**config.mk**
```make
export PLATFORM = sky130hd
export DESIGN_NAME = pipeline_hazard_ctrl_flat
export DESIGN_NICKNAME = d
export VERILOG_FILES = /design/src/rtl/pipeline_hazard_ctrl_if.sv /design/src/rtl/pipeline_hazard_ctrl.sv /design/src/flat_wrapper.sv
export SDC_FILE = /design/constraint.sdc
export NUM_CORES = 1
export LEC_CHECK = 0
export ABC_AREA = 1
export BUFFER_PORTS_ARGS = -buffer_cell sky130_fd_sc_hd__buf_2
export CAP_MARGIN = 0
export CELL_PAD_IN_SITES_DETAIL_PLACEMENT = 1
export CELL_PAD_IN_SITES_GLOBAL_PLACEMENT = 1
export CORE_ASPECT_RATIO = 0.7
export CORE_MARGIN = 5
export CORE_UTILIZATION = 40
export CTS_BUF_LIST = sky130_fd_sc_hd__clkbuf_4
export DETAILED_ROUTE_END_ITERATION = 10
export MAX_ROUTING_LAYER = met4
export PLACE_DENSITY = 0.83
export SLEW_MARGIN = 0
export SYNTH_ARGS = -nofsm -noshare
export SYNTH_HDL_FRONTEND = slang
export SYNTH_SLANG_ARGS = --single-unit
```
**constraint.sdc**
```tcl
create_clock -name clk -period 2 [get_ports clk]
set_input_delay 0.4 -clock clk [delete_from_list [all_inputs] [get_ports clk]]
set_output_delay 0.4 -clock clk [all_outputs]
set_load 0.1 [all_outputs]
```
**src/rtl/pipeline_hazard_ctrl_if.sv**
```systemverilog
// Hazard-unit bundle: decode/execute/memory hazard inputs from the core,
// stall/flush/bubble controls and status back to the pipeline registers.
interface pipeline_hazard_ctrl_if #(
  parameter int REG_ADDR_WIDTH = 5,
  parameter int CNT_WIDTH      = 32
);
  logic [REG_ADDR_WIDTH-1:0] rs1_d;
  logic [REG_ADDR_WIDTH-1:0] rs2_d;
  logic [REG_ADDR_WIDTH-1:0] rd_e;
  logic                      mem_read_e;
  logic                      pc_src_e;
  logic                      mem_req_m;
  logic                      mem_ready;
  logic                      stall_f;
  logic                      stall_d;
  logic                      stall_e;
  logic                      stall_m;
  logic                      flush_d;
  logic                      flush_e;
  logic                      bubble_w;
  logic                      mem_err;
  logic [CNT_WIDTH-1:0]      stall_cycles;

  // core side: presents hazard sources, consumes pipeline controls
  modport master (
    output rs1_d, rs2_d, rd_e, mem_read_e, pc_src_e, mem_req_m, mem_ready,
    input  stall_f, stall_d, stall_e, stall_m, flush_d, flush_e, bubble_w,
           mem_err, stall_cycles
  );

  // hazard controller side
  modport slave (
    input  rs1_d, rs2_d, rd_e, mem_read_e, pc_src_e, mem_req_m, mem_ready,
    output stall_f, stall_d, stall_e, stall_m, flush_d, flush_e, bubble_w,
           mem_err, stall_cycles
  );
endinterface

```
**src/rtl/pipeline_hazard_ctrl.sv**
```systemverilog
// Pipeline hazard sequencer for the 5-stage RV32 core: load-use stalls,
// branch flushes, and memory-wait stalls with a timeout watchdog that
// parks the core in HALT until reset.
module pipeline_hazard_ctrl #(
  parameter int REG_ADDR_WIDTH = 5,
  parameter int MEM_TIMEOUT    = 64,
  parameter int CNT_WIDTH      = 32
) (
  input logic                  clk,
  input logic                  rst,
  pipeline_hazard_ctrl_if.slave hz
);

  typedef enum logic [1:0] {ST_RUN, ST_WAIT, ST_HALT} state_t;

  localparam logic [7:0] WAIT_LAST = 8'(MEM_TIMEOUT - 1);

  state_t               state, state_nx;
  logic [7:0]           wait_cnt, wait_cnt_nx;
  logic                 lu, mw, hold;
  logic                 stall_f, stall_d, stall_e, stall_m;
  logic                 flush_d, flush_e, bubble_w;
  logic                 mem_err;
  logic [CNT_WIDTH-1:0] stall_cycles;

  // x0 is never a real producer, so rd_e==0 can never create a load-use stall
  assign lu   = hz.mem_read_e & (hz.rd_e != '0) &
                ((hz.rd_e == hz.rs1_d) | (hz.rd_e == hz.rs2_d));
  assign mw   = hz.mem_req_m & ~hz.mem_ready;
  assign hold = (state == ST_HALT) | mw;

  // state register and wait counter
  always_ff @(posedge clk or posedge rst) begin
    if (rst) begin
      state    <= ST_RUN;
      wait_cnt <= '0;
    end else begin
      state    <= state_nx;
      wait_cnt <= wait_cnt_nx;
    end
  end

  // next state: count consecutive not-ready cycles, trip HALT on the last one
  always_comb begin
    state_nx    = state;
    wait_cnt_nx = wait_cnt;
    case (state)
      ST_RUN: begin
        wait_cnt_nx = '0;
        if (mw) state_nx = ST_WAIT;
      end
      ST_WAIT: begin
        if (!mw) begin
          state_nx    = ST_RUN;
          wait_cnt_nx = '0;
        end else if (wait_cnt == WAIT_LAST) begin
          state_nx = ST_HALT;
        end else begin
          wait_cnt_nx = wait_cnt + 8'd1;
        end
      end
      ST_HALT: state_nx = ST_HALT;
      default: state_nx = ST_RUN;
    endcase
  end

  // pipeline controls; a memory hold freezes E so a pending branch is
  // replayed and applied on the release cycle
  always_comb begin
    stall_f  = 1'b0;
    stall_d  = 1'b0;
    stall_e  = 1'b0;
    stall_m  = 1'b0;
    flush_d  = 1'b0;
    flush_e  = 1'b0;
    bubble_w = 1'b0;
    if (rst) begin
      flush_d  = 1'b1;
      flush_e  = 1'b1;
      bubble_w = 1'b1;
    end else if (hold) begin
      stall_f  = 1'b1;
      stall_d  = 1'b1;
      stall_e  = 1'b1;
      stall_m  = 1'b1;
      bubble_w = 1'b1;
    end else if (hz.pc_src_e) begin
      flush_d = 1'b1;
      flush_e = 1'b1;
    end else if (lu) begin
      stall_f = 1'b1;
      stall_d = 1'b1;
      flush_e = 1'b1;
    end
  end

  // sticky timeout flag, set on the edge that enters HALT
  always_ff @(posedge clk or posedge rst) begin
    if (rst)                    mem_err <= 1'b0;
    else if (state_nx == ST_HALT) mem_err <= 1'b1;
  end

  // saturating count of front-end stall cycles
  always_ff @(posedge clk or posedge rst) begin
    if (rst)                                  stall_cycles <= '0;
    else if (stall_f && (stall_cycles != '1)) stall_cycles <= stall_cycles + 1'b1;
  end

  assign hz.stall_f      = stall_f;
  assign hz.stall_d      = stall_d;
  assign hz.stall_e      = stall_e;
  assign hz.stall_m      = stall_m;
  assign hz.flush_d      = flush_d;
  assign hz.flush_e      = flush_e;
  assign hz.bubble_w     = bubble_w;
  assign hz.mem_err      = mem_err;
  assign hz.stall_cycles = stall_cycles;

endmodule
```
**src/flat_wrapper.sv**
```systemverilog
// flat-port wrapper written by rule: the top's interface ports become plain ports
module pipeline_hazard_ctrl_flat 
#(
  parameter int REG_ADDR_WIDTH = 5,
  parameter int MEM_TIMEOUT    = 64,
  parameter int CNT_WIDTH      = 32
)
  (clk, rst, hz_rs1_d, hz_rs2_d, hz_rd_e, hz_mem_read_e, hz_pc_src_e, hz_mem_req_m, hz_mem_ready, hz_stall_f, hz_stall_d, hz_stall_e, hz_stall_m, hz_flush_d, hz_flush_e, hz_bubble_w, hz_mem_err, hz_stall_cycles);
  pipeline_hazard_ctrl_if #(.REG_ADDR_WIDTH(REG_ADDR_WIDTH), .CNT_WIDTH(CNT_WIDTH)) hz_i ();
  input logic clk;
  input logic rst;
  input wire logic [$bits(hz_i.rs1_d)-1:0] hz_rs1_d;
  input wire logic [$bits(hz_i.rs2_d)-1:0] hz_rs2_d;
  input wire logic [$bits(hz_i.rd_e)-1:0] hz_rd_e;
  input wire logic [$bits(hz_i.mem_read_e)-1:0] hz_mem_read_e;
  input wire logic [$bits(hz_i.pc_src_e)-1:0] hz_pc_src_e;
  input wire logic [$bits(hz_i.mem_req_m)-1:0] hz_mem_req_m;
  input wire logic [$bits(hz_i.mem_ready)-1:0] hz_mem_ready;
  output wire logic [$bits(hz_i.stall_f)-1:0] hz_stall_f;
  output wire logic [$bits(hz_i.stall_d)-1:0] hz_stall_d;
  output wire logic [$bits(hz_i.stall_e)-1:0] hz_stall_e;
  output wire logic [$bits(hz_i.stall_m)-1:0] hz_stall_m;
  output wire logic [$bits(hz_i.flush_d)-1:0] hz_flush_d;
  output wire logic [$bits(hz_i.flush_e)-1:0] hz_flush_e;
  output wire logic [$bits(hz_i.bubble_w)-1:0] hz_bubble_w;
  output wire logic [$bits(hz_i.mem_err)-1:0] hz_mem_err;
  output wire logic [$bits(hz_i.stall_cycles)-1:0] hz_stall_cycles;
  assign hz_i.rs1_d = hz_rs1_d;
  assign hz_i.rs2_d = hz_rs2_d;
  assign hz_i.rd_e = hz_rd_e;
  assign hz_i.mem_read_e = hz_mem_read_e;
  assign hz_i.pc_src_e = hz_pc_src_e;
  assign hz_i.mem_req_m = hz_mem_req_m;
  assign hz_i.mem_ready = hz_mem_ready;
  assign hz_stall_f = hz_i.stall_f;
  assign hz_stall_d = hz_i.stall_d;
  assign hz_stall_e = hz_i.stall_e;
  assign hz_stall_m = hz_i.stall_m;
  assign hz_flush_d = hz_i.flush_d;
  assign hz_flush_e = hz_i.flush_e;
  assign hz_bubble_w = hz_i.bubble_w;
  assign hz_mem_err = hz_i.mem_err;
  assign hz_stall_cycles = hz_i.stall_cycles;
  pipeline_hazard_ctrl #(.REG_ADDR_WIDTH(REG_ADDR_WIDTH), .MEM_TIMEOUT(MEM_TIMEOUT), .CNT_WIDTH(CNT_WIDTH)) u_core (.clk(clk), .rst(rst), .hz(hz_i));
endmodule
```
==> reports/qor.txt, run 1 <==
Min Tclk post-route -> 2.10 ns
GR Overflow Total -> 0
Top achievable clock speed -> 477 MHz
Starting density of the core -> 40.8%
Die area -> 0.00925 mm^2
Worst vdd ir -> 1.05 mV
Seq/Total Area, Yosys -> 36.4%
Flops & latches, synth -> 43
H-tree depth -> 2
Final hold violations -> 0
Largest net degree at the start of global routing -> 44
Pre-CTS setup slack -> 0.0511 ns
# DRC -> 0
GR Util All Layers -> 22.4%
Vias in the first global route -> 3,207
Drt total wl -> 10,700 um
WL/cell -> 17.1 um
Clk sinks -> 43
Clk slew on worst S/H paths -> 0.15 ns
Crit path arrival time -> 1.70 ns
ANT cells -> 0
Sw Ratio -> 41.0%
Core ar. -> 0.00725 mm^2
P_sw -> 934 uW
First-pass GRT wire length -> 16,000 um
Avg Cell Area, Syn -> 6.71 um^2
Area delta synth->final -> 28.6%
Max-slew violations -> 0
Lkg Pwr -> 1.95 nW
Mapped cell area -> 0.00296 mm^2
Clock Power Share -> 25.6%
Sequential power share -> 43.1%
Clock tree buffer depth -> 2
Post-CTS Hold Fix Bufs -> 0
Sequential Area -> 0.00112 mm^2
Post-Synthesis Cells -> 441
I/O pin cnt -> 61
Warnings, synthesis -> 0
Share of cells above drive strength 1 -> 28.1%
CP required -> 1.60 ns
P per Cell Area -> 598 mW/mm^2
Num CTS Buffers -> 5
Net Count, Synth -> 464
Endpoint class of the critical path -> primary output
Hold crit path type -> in2async
Critical Setup Path Class -> reg2out
Filler cells -> 969
Via Count -> 3,249
Setup repair after global routing missed its margin -> yes
Final number of setup-violating endpoints -> 7
Iteration-0 DRC Markers -> 190
Initial antenna violation count -> 0
Port bufs -> 60
Die width -> 113 um
Multi-input gate area -> 0.00171 mm^2
Final Skew -> 0.0166 ns
Setup crit start kind -> register
Clk_lat worst skew -> 0.37 ns
Violated checks -> negative setup slack
Nets -> 548
Synth cell types -> 27
Internal cell power -> 1.34 mW
Slew margin rel. -> 62.2%
Minimum hold slack -> 0.236 ns
Least-Margin Pin Slew -> 0.567 ns
CTS tree -> yes
Crit path max fanout -> 4
Antenna Nets Post-Route -> 0
Max-Cap Viols -> 0
Hpwl dp -> 7340 um
Post-route worst setup slack -> -0.0953 ns
Row count -> 26
Routability congestion estimate -> 0.883
Final period util -> 105%
Comb power frac -> 31.3%
Status -> finished, violations left
Chip height -> 82.0 um
Detailed Routing Iterations Pass 1 -> 4
CTS Root Cell -> clkbuf_4
Via density -> 5.21
## cell type report
| cell class | count | share of cell area, % |
|---|---|---|
| Inverter | 41 | 4.14 |
| Multi-Input combinational cell | 347 | 45.0 |
| Clock inverter | 3 | 1.15 |
| Sequential cell | 43 | 29.3 |
| Clock buffer | 5 | 0.986 |
| Tap cell | 98 | 3.22 |
| Timing Repair Buffer | 87 | 16.1 |
## synthesized netlist by cell type
master	number	area share, %
nor3_1	7	1.2
nor2_4	1	0.38
nand2_1	169	21
nand2_4	1	0.38
dfrtp_1	43	36
xnor2_1	8	2.4
nand4_1	10	2.1
or2_1	1	0.21
nor2_1	55	7.0
nand4_4	1	0.72
o21ai_0	9	1.5
nor2_2	2	0.42
buf_6	3	1.1
buf_4	2	0.51
and3_1	1	0.21
nand3b_1	6	1.5
ha_1	2	0.85
inv_1	41	5.2
nor3_2	1	0.34
nor3b_1	1	0.25
a21oi_1	3	0.51
or2_2	1	0.21
nand3_1	42	7.1
buf_2	6	1.0
nor4_1	1	0.21
xor2_1	21	6.2
nand2_2	3	0.63
## cell families after synthesis
family,count (synthesis),synth area share [%]
compound gates,12,2.03
flops,43,36.4
simple gates,303,44.3
fa+ha+maj,2,0.846
buf+inv,52,7.86
xor+xnor,29,8.58
## per-stage QoR
stage	area, um^2	power (mW)	util, %	std cells	TNS (ns)
after detailed placement	3540	1.68	48.7	599	0
after global routing	3810	2.37	52.5	624	-2.38
after global placement	3540	1.66	48.7	599	0
after floorplan	3050	1.51	-	441	-1.14
after CTS	3680	2.27	50.7	613	-0.0676
final	3810	2.28	52.5	624	-0.470
## path summary, 6_finish.rpt
| kind | from | end | slack, ns | cells after the start |
|---|---|---|---|---|
| min reg2reg | u_core.hz.mem_err$_DFFE_PP0N_ | u_core.hz.mem_err$_DFFE_PP0N_ | 0.53 | 1 |
| max reg2reg | u_core.state[1]$_DFF_PP0_ | u_core.hz.stall_cycles[6]$_DFFE_PP0P_ | -0.01 | 14 |
| max | u_core.state[1]$_DFF_PP0_ | hz_flush_e | -0.1 | 9 |
| min | rst | u_core.hz.mem_err$_DFFE_PP0N_ | 0.24 | 3 |
| max in group asynchronous | rst | u_core.hz.stall_cycles[31]$_DFFE_PP0P_ | 1.33 | 3 |
| min in group clk | hz_mem_ready | u_core.wait_cnt[3]$_DFFE_PP0P_ | 0.49 | 5 |
## layout by cell type (no fill, tap or decap), types with 2 or more instances in the layout
cell      instances
nand2_1         168
nor2_1           53
buf_2            53
nand3_1          42
inv_1            36
dfrtp_2          32
buf_4            24
xor2_1           21
dfrtp_1          11
nand4_1          10
o21ai_0           9
xnor2_1           8
nor3_1            7
nand3b_1          6
buf_12            6
clkbuf_4          5
inv_2             4
nand2_2           3
nor2_2            3
buf_6             3
nor2_4            2
nand2_4           2
a21oi_1           2
ha_1              2
## registers in the layout (all words and copies together), names as in the netlist
| signal | count |
|---|---|
| u_core.wait_cnt | 8 |
| u_core.hz.mem_err | 1 |
| u_core.state | 2 |
| u_core.hz.stall_cycles | 32 |
## critical path: stages, from the launching register on
cell and delay [ns]:
dfrtp_1 0.39, inv_2 0.05, nor2_1 0.14, inv_1 0.09, nand2_2 0.09, inv_2 0.05, nor2_4 0.16, buf_6 0.14
a21oi_4 0.04, buf_12 0.18
## per-layer routing
metal  up-vias  track usage (%)  routed length (um)
met3        17             3.61                 802
met1      1560             30.2                4860
met5         -                -                   0
met4         0             4.56                 172
li1       1551                -                   -
met2       121             35.9                4830
## power by group through the flow
stage	sequential, mW	combinational [mW]	clock (mW)
2_1_floorplan	1.28	0.237	0
5_1_grt	0.989	0.751	0.634
4_1_cts	0.977	0.699	0.594
3_3_place_gp	0.992	0.670	0
6_report	0.980	0.713	0.583
3_5_place_dp	0.995	0.685	0
## what timing repair did
action	4_1_cts	5_1_grt
pin swaps	2	5
buffers inserted	6	10
setup endpoints to repair	5	45
cloned	0	1
resized for setup	5	8
No activity file was read; power rests on OpenSTA's default activity.
==> run 2, diff against run 1 <==
--- a/config.mk
+++ b/config.mk
@@ -10,12 +10,10 @@
 export CAP_MARGIN = 0
 export CELL_PAD_IN_SITES_DETAIL_PLACEMENT = 1
 export CELL_PAD_IN_SITES_GLOBAL_PLACEMENT = 1
-export CORE_ASPECT_RATIO = 0.7
 export CORE_MARGIN = 5
 export CORE_UTILIZATION = 40
 export CTS_BUF_LIST = sky130_fd_sc_hd__clkbuf_4
 export DETAILED_ROUTE_END_ITERATION = 10
-export MAX_ROUTING_LAYER = met4
 export PLACE_DENSITY = 0.83
 export SLEW_MARGIN = 0
 export SYNTH_ARGS = -nofsm -noshare
==> run 2 against run 1 <==
Against the previous run: the flow now finishes without violations; utilization fell by 1.5 points; sequential cell count did not move; non-clock buffer count fell by 11; first-iteration DRC count fell by 23%; die area fell by 0.29%.
==> reports/qor.txt, run 2 (same netlist as run 1, synthesis figures left out) <==
CP required -> 1.60 ns (about the same)
Filler cells -> 990 (+2.2%)
Crit path arrival time -> 1.57 ns (-0.13 ns)
Biggest regs -> u_core.hz.stall_cycles: 32 flops, u_core.wait_cnt: 8 flops, u_core.state: 2 flops
First-pass GRT wire length -> 15,600 um (-2.5%)
Iteration-0 DRC Markers -> 147 (-23%)
GR Overflow Total -> 0 (unchanged)
Worst vdd ir -> 0.787 mV (-25%)
Core ar. -> 0.00721 mm^2 (-0.55%)
Routability congestion estimate -> 0.890 (+0.79%)
Max-slew violations -> 0 (unchanged)
CTS Root Cell -> clkbuf_4
Post-route worst setup slack -> 0.0265 ns (+0.122 ns)
Share of cells above drive strength 1 -> 26.1% (-2.1 points)
Antenna Nets Post-Route -> 0 (unchanged)
Max-Cap Viols -> 0 (unchanged)
Final period util -> 98.7% (-6.1 points)
Port bufs -> 60 (unchanged)
Least-Margin Pin Slew -> 0.562 ns (-0.00521 ns)
Critical Setup Path Class -> reg2out
Area delta synth->final -> 24.4%
Top achievable clock speed -> 507 MHz (+6.2%)
Via density -> 5.10 (-2.1%)
Clock tree buffer depth -> 2 (unchanged)
CTS tree -> yes
Final number of setup-violating endpoints -> 0 (-7)
Largest net degree at the start of global routing -> 44 (unchanged)
I/O pin cnt -> 61 (unchanged)
Clk_lat worst skew -> 0.37 ns (about the same)
Via Count -> 3,126 (-3.8%)
Clk slew on worst S/H paths -> 0.16 ns (about the same)
Initial antenna violation count -> 0 (unchanged)
Post-CTS Hold Fix Bufs -> 0 (unchanged)
H-tree depth -> 2 (unchanged)
Final hold violations -> 0 (unchanged)
Starting density of the core -> 41.0% (+0.23 points)
Endpoint class of the critical path -> primary output
Finished Core Util -> 51.0% (-1.5 points)
Nets -> 536 (-2.2%)
Pre-CTS setup slack -> 0.156 ns (+0.104 ns)
Status -> finished, final reports clean
Final Skew -> 0.0242 ns (+0.00757 ns)
Slew margin rel. -> 62.5% (+0.35 points)
Largest register FFs -> 32 (unchanged)
ANT cells -> 0 (unchanged)
P per Cell Area -> 611 mW/mm^2 (+2.3%)
Hpwl dp -> 7210 um (-1.8%)
Chip height -> 96.0 um (+17%)
Setup crit start kind -> register
Vias in the first global route -> 3,236 (+0.90%)
Detailed Routing Iterations Pass 1 -> 4 (unchanged)
Crit path max fanout -> 4 (unchanged)
GR Util All Layers -> 21.5% (-0.88 points)
Setup repair after global routing missed its margin -> yes
Num CTS Buffers -> 5 (unchanged)
Minimum hold slack -> 0.216 ns (-0.0193 ns)
Drt total wl -> 9270 um (-13%)
Most common cell after layout, fill and taps aside -> nand2_1
Lkg Pwr -> 1.89 nW (-3.4%)
Min Tclk post-route -> 1.97 ns (-0.122 ns)
Row count -> 31 (+19%)
Hold crit path type -> in2async
Clk sinks -> 43 (unchanged)
Most used cells in the layout excluding fill and tap cells -> nand2_1, nor2_1, buf_2, nand3_1, inv_1
Die width -> 96.0 um (-15%)
Most flops, register -> u_core.hz.stall_cycles
# DRC -> 0 (unchanged)
WL/cell -> 15.1 um (-11%)
Die area -> 0.00922 mm^2 (-0.29%)
[run 2: cell type report]
type / count / area [um^2] / share of cell area, %
clock buffer: 6 / 45.0 / 1.22
sequential: 43 / 1120 / 30.3
tap: 99 / 124 / 3.37
multi-input combinational: 346 / 1670 / 45.5
clock inverter: 2 / 37.5 / 1.02
timing repair buffer: 76 / 526 / 14.3
inverter: 41 / 158 / 4.28
[run 2: worst paths after layout]
check | from | to | slack (ns) | cells after the start
setup / recovery | u_core.state[1]$_DFF_PP0_ | hz_flush_d | 0.03 | 9
hold / removal | rst | u_core.hz.stall_cycles[15]$_DFFE_PP0P_ | 0.22 | 3
setup reg to reg | u_core.state[1]$_DFF_PP0_ | u_core.hz.stall_cycles[6]$_DFFE_PP0P_ | 0.12 | 14
hold reg to reg | u_core.hz.mem_err$_DFFE_PP0N_ | u_core.hz.mem_err$_DFFE_PP0N_ | 0.49 | 1
max in group asynchronous | rst | u_core.hz.stall_cycles[16]$_DFFE_PP0P_ | 1.34 | 3
min in group clk | hz_mem_ready | u_core.state[0]$_DFF_PP0_ | 0.49 | 5
[run 2: metal layers]
| metal | part of all wire, % | global-route usage, % | vias up |
|---|---|---|---|
| li1 | - | - | 1523 |
| met1 | 44 | 27.9 | 1544 |
| met2 | 51 | 37.3 | 52 |
| met3 | 3.4 | 2.97 | 7 |
| met4 | 1.0 | 5.45 | 0 |
| met5 | 0 | 0 | - |
[run 2: metrics by stage]
step | instance area [um^2] | setup TNS, ns | std cells | power (mW)
after floorplan | 3050 | -1.14 | 441 | 1.51
after global placement | 3540 | 0 | 599 | 1.66
after detailed placement | 3540 | 0 | 599 | 1.67
after CTS | 3660 | 0 | 611 | 2.27
after global routing | 3680 | -0.996 | 613 | 2.36
final | 3680 | 0 | 613 | 2.25
[run 2: timing repair]
| item | 4_1_cts | 5_1_grt |
|---|---|---|
| setup endpoints to repair | 4 | 7 |
| pin swaps | 4 | 3 |
| resized for setup | 1 | 2 |
| setup buffers | 4 | 2 |
[run 2: power by group]
group          internal [mW]  switching, mW  leakage, nW
clock network          0.278          0.316       0.0419
registers              0.917         0.0592        0.511
logic                  0.153          0.527         1.33
total                   1.35          0.902         1.89
[run 2: critical path: stages (launching register included)]
cell	delay, ns
dfrtp_1	0.42
inv_2	0.07
nor2_1	0.04
inv_1	0.09
nand2_2	0.06
inv_2	0.07
nor2_4	0.05
buf_4	0.14
nor2_4	0.10
buf_12	0.18
==> run 3, diff against run 2 <==
--- a/config.mk
+++ b/config.mk
@@ -14,7 +14,8 @@
 export CORE_UTILIZATION = 40
 export CTS_BUF_LIST = sky130_fd_sc_hd__clkbuf_4
 export DETAILED_ROUTE_END_ITERATION = 10
-export PLACE_DENSITY = 0.83
+export PLACE_DENSITY = 0.94
+export SKIP_LAST_GASP = 1
 export SLEW_MARGIN = 0
 export SYNTH_ARGS = -nofsm -noshare
 export SYNTH_HDL_FRONTEND = slang
==> run 3 against run 2 <==
Against the previous run: the run now ends with negative setup slack left; die area stayed put; fmax fell by 2.3%; via count rose by 1.6%; largest power group unchanged; worst setup slack worse by 0.047 ns; critical endpoint is now hz_flush_e; global-route usage grew 2.0 points; sequential power up 0.5%; first-iteration DRC count down 39%; critical path depth did not move.
==> reports/qor.txt, run 3 (same netlist as run 1, synthesis figures left out) <==
Detailed Routing Iterations Pass 1 -> 4 (unchanged)
Biggest regs -> u_core.hz.stall_cycles: 32 flops, u_core.wait_cnt: 8 flops, u_core.state: 2 flops
Internal cell power -> 1.46 mW (+8.7%)
Setup crit start kind -> register
Largest register FFs -> 32 (unchanged)
Via density -> 5.09 (-0.16%)
Nets -> 547 (+2.1%)
Starting density of the core -> 41.0% (unchanged)
Status -> finished, violations left
Clk slew on worst S/H paths -> 0.17 ns (about the same)
Num CTS Buffers -> 5 (unchanged)
Hold crit path type -> in2async
Chip height -> 96.0 um (unchanged)
Min Tclk post-route -> 2.02 ns (+0.0466 ns)
Final period util -> 101% (+2.3 points)
Antenna Nets Post-Route -> 0 (unchanged)
Final Skew -> 0.0350 ns (+0.0108 ns)
Vias in the first global route -> 3,449 (+6.6%)
Clk sinks -> 43 (unchanged)
GR Util met3 -> 3.67% (+0.70 points)
Die area -> 0.00922 mm^2 (unchanged)
Met1 Track Usage GR -> 26.6% (-1.3 points)
P_sw -> 932 uW (+3.3%)
Post-CTS Hold Fix Bufs -> 0 (unchanged)
Least-Margin Pin Slew -> 0.561 ns (-0.00112 ns)
Core ar. -> 0.00721 mm^2 (unchanged)
Post-route worst setup slack -> -0.0201 ns (-0.0466 ns)
Most used cells in the layout excluding fill and tap cells -> nand2_1, buf_2, nor2_1, nand3_1, inv_1
Hpwl dp -> 7670 um (+6.4%)
Final number of setup-violating endpoints -> 1 (+1)
GR Util All Layers -> 23.5% (+2.0 points)
Share of cells above drive strength 1 -> 29.0% (+2.9 points)
GRT met2 Usage -> 43.6% (+6.3 points)
CTS Root Cell -> clkbuf_4
Max-slew violations -> 0 (unchanged)
Crit path arrival time -> 1.62 ns (+0.05 ns)
Sequential Area -> 0.00112 mm^2 (+0.11%)
Most flops, register -> u_core.hz.stall_cycles
Clock Power Share -> 30.0% (+3.6 points)
Most used routing layer -> met2
Iteration-0 DRC Markers -> 89 (-39%)
ANT cells -> 0 (unchanged)
Worst vdd ir -> 0.573 mV (-27%)
CP required -> 1.60 ns (about the same)
Setup repair after global routing missed its margin -> yes
Lkg Pwr -> 1.96 nW (+3.9%)
Top achievable clock speed -> 495 MHz (-2.3%)
Filler cells -> 979 (-1.1%)
Most common cell after layout, fill and taps aside -> nand2_1
Row count -> 31 (unchanged)
GR Overflow Total -> 0 (unchanged)
Via Count -> 3,177 (+1.6%)
Endpoint class of the critical path -> primary output
Critical Setup Path Class -> reg2out
Comb power frac -> 29.1% (-1.1 points)
Largest net degree at the start of global routing -> 44 (unchanged)
Max-Cap Viols -> 0 (unchanged)
Die width -> 96.0 um (unchanged)
Slew margin rel. -> 62.6% (+0.075 points)
Port bufs -> 60 (unchanged)
Clk_lat worst skew -> 0.39 ns (+0.02 ns)
Violated checks -> negative setup slack
Routability congestion estimate -> 0.887 (-0.36%)
Pre-CTS setup slack -> 0.123 ns (-0.0323 ns)
I/O pin cnt -> 61 (unchanged)
Area after DPL -> 0.00354 mm^2 (unchanged)
Clock tree buffer depth -> 2 (unchanged)
Crit path max fanout -> 4 (unchanged)
P per Cell Area -> 623 mW/mm^2 (+2.0%)
Final hold violations -> 0 (unchanged)
WL/cell -> 16.4 um (+8.4%)
Sequential power share -> 40.9% (-2.5 points)
H-tree depth -> 2 (unchanged)
# DRC -> 0 (unchanged)
Multi-input gate area -> 0.00173 mm^2 (+3.3%)
Initial antenna violation count -> 0 (unchanged)
First-pass GRT wire length -> 16,700 um (+6.5%)
Sw Ratio -> 38.9% (-1.2 points)
CTS tree -> yes
Final non-filler cell area -> 0.00384 mm^2 (+4.5%)
Area delta synth->final -> 29.9%
Drt total wl -> 10,200 um (+10%)
[run 3: power groups by stage]
| stage | combinational (mW) | sequential (mW) | clock [mW] |
|---|---|---|---|
| final | 0.698 | 0.981 | 0.719 |
| after global routing | 0.742 | 0.987 | 0.767 |
| after CTS | 0.694 | 0.980 | 0.726 |
| after detailed placement | 0.686 | 0.996 | 0 |
| after global placement | 0.670 | 0.991 | 0 |
| after floorplan | 0.237 | 1.28 | 0 |
[run 3: per-layer routing]
| metal | vias up | share of wire (%) |
|---|---|---|
| met2 | 67 | 52 |
| met4 | 0 | 3.2 |
| li1 | 1539 | - |
| met1 | 1541 | 41 |
| met5 | - | 0 |
| met3 | 30 | 3.3 |
[run 3: timing repair]
action,4_1_cts,5_1_grt
buffers inserted,15,3
gates resized for setup,4,13
setup endpoints to repair,4,47
pin swaps,2,1
[run 3: worst max-delay path, cell delays in order, from the launching register on]
cell	delay [ns]
dfrtp_1	0.43
inv_2	0.08
nor2_2	0.04
inv_2	0.06
nand2_2	0.05
inv_2	0.07
nor2_4	0.04
buf_6	0.14
a21oi_4	0.14
buf_12	0.19
[run 3: through the flow]
stage               power, mW  TNS (ns)  utilization, %  std cells  hold WS [ns]
floorplan                1.51     -1.14               -        441         0.401
CTS                      2.40  -0.00575            52.4        622         0.234
global placement         1.66         0            49.1        599         0.449
finish                   2.40   -0.0201            53.3        624         0.207
global route             2.49    -0.764            53.3        624         0.234
detailed placement       1.68         0            49.1        599         0.466
[run 3: worst paths after layout]
kind	startpoint	end	slack [ns]	depth (start not counted)
min in group clk	hz_mem_ready	u_core.wait_cnt[3]$_DFFE_PP0P_	0.47	5
max in group asynchronous	rst	u_core.hz.stall_cycles[17]$_DFFE_PP0P_	1.34	3
worst max register to register	u_core.state[1]$_DFF_PP0_	u_core.wait_cnt[6]$_DFFE_PP0P_	0.02	13
worst max-delay path	u_core.state[1]$_DFF_PP0_	hz_flush_e	-0.02	9
worst min register to register	u_core.hz.mem_err$_DFFE_PP0N_	u_core.hz.mem_err$_DFFE_PP0N_	0.52	1
worst min-delay path	rst	u_core.wait_cnt[3]$_DFFE_PP0P_	0.21	3
[run 3: layout make-up]
| cell class | instances | area share (%) |
|---|---|---|
| inverter | 41 | 4.10 |
| tap | 99 | 3.22 |
| timing repair buffer | 87 | 15.9 |
| multi-input combinational | 346 | 45.0 |
| clock buffer | 5 | 0.976 |
| sequential | 43 | 29.1 |
| clock inverter | 3 | 1.76 |
